### src/rtl/det_log_pkg.sv
`default_nettype none
// ============================================================================
// Module   : det_log_pkg
// Brief    : Shared state type and encodings for the detect event logger.
// Revision : 1.0
// ============================================================================
package det_log_pkg;

    typedef enum logic [1:0] {
        ST_IDLE = 2'b00,
        ST_RUN  = 2'b01,
        ST_HALT = 2'b10
    } state_t;

endpackage : det_log_pkg
`default_nettype wire

### src/rtl/det_log_fifo.sv
`default_nettype none
// ============================================================================
// Module   : det_log_fifo
// Brief    : Synchronous FIFO, power-of-two depth, show-ahead head output.
// Revision : 1.0
// ============================================================================
module det_log_fifo #(
    parameter int DEPTH = 8,
    parameter int WIDTH = 16
) (
    input  logic                     clock,
    input  logic                     reset,
    input  logic                     push_i,
    input  logic                     pop_i,
    input  logic [WIDTH-1:0]         din_i,
    output logic [WIDTH-1:0]         dout_o,
    output logic                     full_o,
    output logic                     empty_o,
    output logic [$clog2(DEPTH):0]   count_o
);

    localparam int                AW       = $clog2(DEPTH);
    localparam logic [AW:0]       C_FULL   = (AW+1)'(DEPTH);

    logic [WIDTH-1:0] mem_q [DEPTH];
    logic [AW-1:0]    wr_ptr_q;
    logic [AW-1:0]    rd_ptr_q;
    logic [AW:0]      count_q;

    logic             w_pop;
    logic             w_push;

    // A push into a full FIFO is still accepted when a pop frees a slot.
    assign w_pop  = pop_i && !empty_o;
    assign w_push = push_i && (!full_o || w_pop);

    assign full_o  = (count_q == C_FULL);
    assign empty_o = (count_q == '0);
    assign count_o = count_q;
    assign dout_o  = empty_o ? '0 : mem_q[rd_ptr_q];

    always_ff @(posedge clock) begin
        if (!reset && w_push) begin
            mem_q[wr_ptr_q] <= din_i;
        end
    end

    always_ff @(posedge clock) begin
        if (reset) begin
            wr_ptr_q <= '0;
            rd_ptr_q <= '0;
            count_q  <= '0;
        end else begin
            if (w_push) begin
                wr_ptr_q <= wr_ptr_q + 1'b1;
            end
            if (w_pop) begin
                rd_ptr_q <= rd_ptr_q + 1'b1;
            end
            if (w_push && !w_pop) begin
                count_q <= count_q + 1'b1;
            end else if (w_pop && !w_push) begin
                count_q <= count_q - 1'b1;
            end
        end
    end

endmodule : det_log_fifo
`default_nettype wire

### src/rtl/detect_event_logger.sv
`default_nettype none
// ============================================================================
// Module   : detect_event_logger
// Brief    : Timestamps detector pulses into a FIFO while armed; counts events.
// Revision : 1.0
// ============================================================================
module detect_event_logger
    import det_log_pkg::*;
#(
    parameter int DEPTH = 8,
    parameter int TS_W  = 16,
    parameter int CNT_W = 16
) (
    input  logic              clock,
    input  logic              reset,
    input  logic              det,
    input  logic              arm,
    input  logic              disarm,
    input  logic              rd_ready,
    output logic              rd_valid,
    output logic [TS_W-1:0]   rd_data,
    output logic [CNT_W-1:0]  match_count,
    output logic              overflow,
    output logic [1:0]        state_o
);

    state_t               state_q;
    logic [TS_W-1:0]      ts_q;
    logic [CNT_W-1:0]     count_q;
    logic                 overflow_q;

    logic                 w_fifo_full;
    logic                 w_fifo_empty;
    logic [$clog2(DEPTH):0] w_fifo_count;
    logic                 w_unused_count;

    logic                 w_event;
    logic                 w_pop;
    logic                 w_drop;
    logic                 w_start;

    assign w_event = (state_q == ST_RUN) && det;
    assign w_pop   = rd_valid && rd_ready;
    assign w_drop  = w_event && w_fifo_full && !w_pop;
    assign w_start = arm && !disarm;

    assign rd_valid       = !w_fifo_empty;
    assign match_count    = count_q;
    assign overflow       = overflow_q;
    assign state_o        = state_q;
    assign w_unused_count = ^w_fifo_count;

    det_log_fifo #(
        .DEPTH (DEPTH),
        .WIDTH (TS_W)
    ) u_fifo (
        .clock   (clock),
        .reset   (reset),
        .push_i  (w_event && !w_drop),
        .pop_i   (w_pop),
        .din_i   (ts_q),
        .dout_o  (rd_data),
        .full_o  (w_fifo_full),
        .empty_o (w_fifo_empty),
        .count_o (w_fifo_count)
    );

    always_ff @(posedge clock) begin
        if (reset) begin
            state_q    <= ST_IDLE;
            ts_q       <= '0;
            count_q    <= '0;
            overflow_q <= 1'b0;
        end else begin
            // Every RUN event counts, including the one that gets dropped.
            if (w_event && (count_q != '1)) begin
                count_q <= count_q + 1'b1;
            end
            if (w_drop) begin
                overflow_q <= 1'b1;
            end
            case (state_q)
                ST_IDLE: begin
                    if (w_start) begin
                        state_q <= ST_RUN;
                        ts_q    <= '0;
                    end
                end
                ST_RUN: begin
                    ts_q <= ts_q + 1'b1;
                    if (disarm) begin
                        state_q <= ST_IDLE;
                    end else if (w_drop) begin
                        state_q <= ST_HALT;
                    end
                end
                ST_HALT: begin
                    if (w_start) begin
                        state_q    <= ST_RUN;
                        ts_q       <= '0;
                        overflow_q <= 1'b0;
                    end
                end
                default: begin
                    state_q <= ST_IDLE;
                end
            endcase
        end
    end

endmodule : detect_event_logger
`default_nettype wire
### config.mk
export PLATFORM = sky130hd
export DESIGN_NAME = detect_event_logger
export DESIGN_NICKNAME = d
export VERILOG_FILES = /design/src/rtl/det_log_pkg.sv /design/src/rtl/det_log_fifo.sv /design/src/rtl/detect_event_logger.sv
export SDC_FILE = /design/constraint.sdc
export NUM_CORES = 1
export LEC_CHECK = 0
export ABC_CLOCK_PERIOD_IN_PS = 3700
export CAP_MARGIN = 0
export CORE_ASPECT_RATIO = 2
export CORE_MARGIN = 2
export CORE_UTILIZATION = 30
export DETAILED_ROUTE_END_ITERATION = 12
export SLEW_MARGIN = 15
export SYNTH_ARGS = -nofsm -noshare
export SYNTH_HDL_FRONTEND = slang
export SYNTH_HIERARCHICAL = 1
export SYNTH_SLANG_ARGS = --single-unit
export TNS_END_PERCENT = 30
### constraint.sdc
create_clock -name clock -period 3.7 [get_ports clock]
set_clock_uncertainty 0.05 [all_clocks]
set_input_delay 0.74 -clock clock [delete_from_list [all_inputs] [get_ports clock]]
set_output_delay 0.74 -clock clock [all_outputs]
set_load 0.1 [all_outputs]
==> results.cfg <==
[power_and_ir_drop]
power_switching_w = 0.00185
powerDensity_nw_per_um2 = 623
p_sw_share_pct = 33.6
clkPwrFrac_pct = 32.2
combPwrFrac_pct = 28.6
vdd_drop_max_mv = 0.363
intPower_w = 0.00367
leakage_nw = 2.81
power_frac_seq_pct = 39.2

[yosys]
synth_fp_nets = 501
synth_compound_area_share_pct = 5.65
synth-simple-area-share_pct = 11.0
synthCells = 487
synth.distinct_cells = 57
netlist_area_um2 = 7260
avgSynthCellArea_um2 = 14.9
yosys-mux-area-fraction_pct = 12.9
yosysWarnings = 6
synth-adder-area-share_pct = 1.48
synth-seq-area-share_pct = 66.2
synth-edff-count = 128
synth_top_flop_cell = edfxtp_1
ys_ff_latch = 176
synth_top_area_share_pct = 52.9
postSynth.asyncResetShare_pct = 0
synth.most_common_cell = edfxtp_1
ys_top_cells_by_count = edfxtp_1, dfxtp_1, nor2_1
yosysTopAreaCell = edfxtp_1
synth_top_cells_by_area = edfxtp_1, dfxtp_1, mux4_2
synth_xor_area_share_pct = 1.09
synth_top_family_by_area = multiplexers

[drt]
num_vias = 4298
drc = 0
drtPass1Iterations = 4
avgRoutedWirePerCell_um = 17.8
final_antenna_net_count = 0
wirelength_um = 15000
drt_iter0_drc = 215
vias_per_cell = 5.10

[clocking]
clock_latency_ns = 0.43
clk_pin_slew_worst_paths_ns = 0.07
ctsResizeCount = 0
cts.sinks = 176
cts_buffer_depth = 2
htree_levels = 4
cts_tree = built
post_cts_buffers = 0
numCtsBuffers = 17
holdBufCountCts = 0
cts_root_buf = clkbuf_16

[placement]
place.port_buffers = 41
place_congestion = 0.768
numPlacedInstances = 810
place_ws_ns = 0.144
dp_hpwl_um = 10200
dpl-instance-area_um2 = 8260

[finish]
area_growth_pct = 22.0
final_nets = 556
drive_gt1_share_pct = 20.4
fillers = 2252
antenna_cells = 0
instances_no_fill = 842
fin_area_um2 = 8860

[global_route]
grt.total_usage_pct = 12.4
grt_max_degree = 42
grt_pass1_wl_um = 23900
grt_pass1_vias = 4503
antenna_found_initial = 0
globalRouteOverflowTotal = 0

[worst_hold_path]
hold_class = flop to flop

[floorplan]
coreArea_um2 = 23800
initial_utilization_pct = 30.5
die_h_um = 224
die_w_um = 114
placementRows = 80
ios = 42
die_area_um2 = 25500

[sta]
fin_crit_sh_pct = 83.6
fin_crit_ns = 3.09
setup_viol = 0
worstMarginPinSlew_ns = 0.984
hold_violations = 0
fmax_mhz = 323
timing.hold.ws_ns = 0.441
rsz0062_at_grt = no
slew_viol_final = 0
maxSlewHeadroom_pct = 34.2
fin_ws_ns = 0.607

[setup_path]
critPathRequiredTime_ns = 3.96
critical_path_class = input pin to flop
arrival_ns = 3.36
startpoint_type = input pin
crit_fanout = 6
end_kind = flop

[run_status]
status = finished, final reports clean

[run]
max_cap_violations = 0
area by class of cell:
cell class | instances | area (um^2) | share of cell area (%)
Clock buffer | 19 | 475 | 5.37
Clock inverter | 13 | 123 | 1.38
Inverter | 9 | 33.8 | 0.381
Multi-Input combinational cell | 282 | 2370 | 26.7
Sequential cell | 176 | 4810 | 54.2
Tap cell | 287 | 359 | 4.05
Timing Repair Buffer | 56 | 693 | 7.82
cell usage in the layout, fill, tap and decap left out, types with 3 or more instances in the layout:
cell,synthesis,routed
nand3_1,14,14
nor2b_1,3,3
nand2b_1,6,6
mux4_2,32,32
buf_4,3,15
xor2_1,6,6
inv_6,0,5
nand3b_1,6,6
clkinv_4,0,3
nor4_1,8,6
buf_12,0,17
nand4_1,7,7
o21ai_0,10,10
or3_1,8,8
nor3_2,0,3
nand2_1,18,18
clkbuf_16,0,19
or4_1,7,7
edfxtp_1,128,128
inv_1,8,8
ha_1,7,7
mux2i_1,18,18
clkdlybuf4s50_1,0,24
o31ai_1,5,5
a21oi_1,27,27
clkinv_2,0,3
a211oi_1,3,3
xnor2_1,3,3
o311ai_0,3,3
and3_1,4,4
dfxtp_1,48,47
nor2_1,48,48
final timing paths:
check | from | endpoint | slack (ns) | depth (start not counted)
hold reg to reg | overflow$_SDFF_PP0_ | overflow$_SDFF_PP0_ | 0.44 | 2
setup / recovery | det | u_fifo/count_o[3]$_SDFFE_PP0P_ | 0.61 | 12
setup reg to reg | u_fifo/count_o[1]$_SDFFE_PP0P_ | u_fifo/count_o[3]$_SDFFE_PP0P_ | 0.63 | 12
hold / removal | overflow$_SDFF_PP0_ | overflow$_SDFF_PP0_ | 0.44 | 2
power groups by stage:
stage	registers [W]	logic [W]	clock network, W
2_1_floorplan	0.00219	0.00108	0
3_3_place_gp	0.00220	0.00159	0
3_5_place_dp	0.00221	0.00160	0
4_1_cts	0.00217	0.00160	0.00182
5_1_grt	0.00217	0.00164	0.00190
6_report	0.00216	0.00158	0.00178
logic make-up (layout without fill, tap and decap cells):
group | Yosys count | in the layout
muxes | 53 | 53
AOI/OAI and AO/OA | 64 | 64
xor gates and xnor gates | 9 | 9
buffers and inverters | 29 | 97
adders and majority gates | 8 | 8
and+or+nand+nor | 148 | 148
DFF | 176 | 176
routing by layer:
layer,vias to the layer above,global-route usage (%),routed length [um]
li1,2018,-,-
met1,2160,12.5,5550
met2,94,23.7,8660
met3,26,2.65,447
met4,0,5.31,349
met5,-,0,0
worst max-delay path, cell delays in order:
cell	delay, ns
clkdlybuf4s50_1	0.49
nand3b_1	0.11
a21oi_1	0.28
o21ai_4	0.16
inv_2	0.14
ha_1	0.18
inv_1	0.09
ha_1	0.33
a21oi_1	0.20
a211oi_1	0.11
a31oi_1	0.19
mux2_1	0.34
through the flow:
step / util (%) / setup TNS (ns) / total power, W
after floorplan: - / -10.69 / 0.00327
after global placement: 34.7 / 0 / 0.00380
after detailed placement: 34.7 / 0 / 0.00381
after CTS: 37.2 / 0 / 0.00559
after global routing: 37.2 / 0 / 0.00571
final: 37.2 / 0 / 0.00552
state kept, by name (all words and copies together), names as in the netlist, named ones only:
name and flops:
match_count 16, overflow 1, state_o 2, ts_q 16, u_fifo/count_o 4, u_fifo/mem_q 128
u_fifo/rd_ptr_q 3, u_fifo/wr_ptr_q 3
No activity file was read; power rests on OpenSTA's default activity.
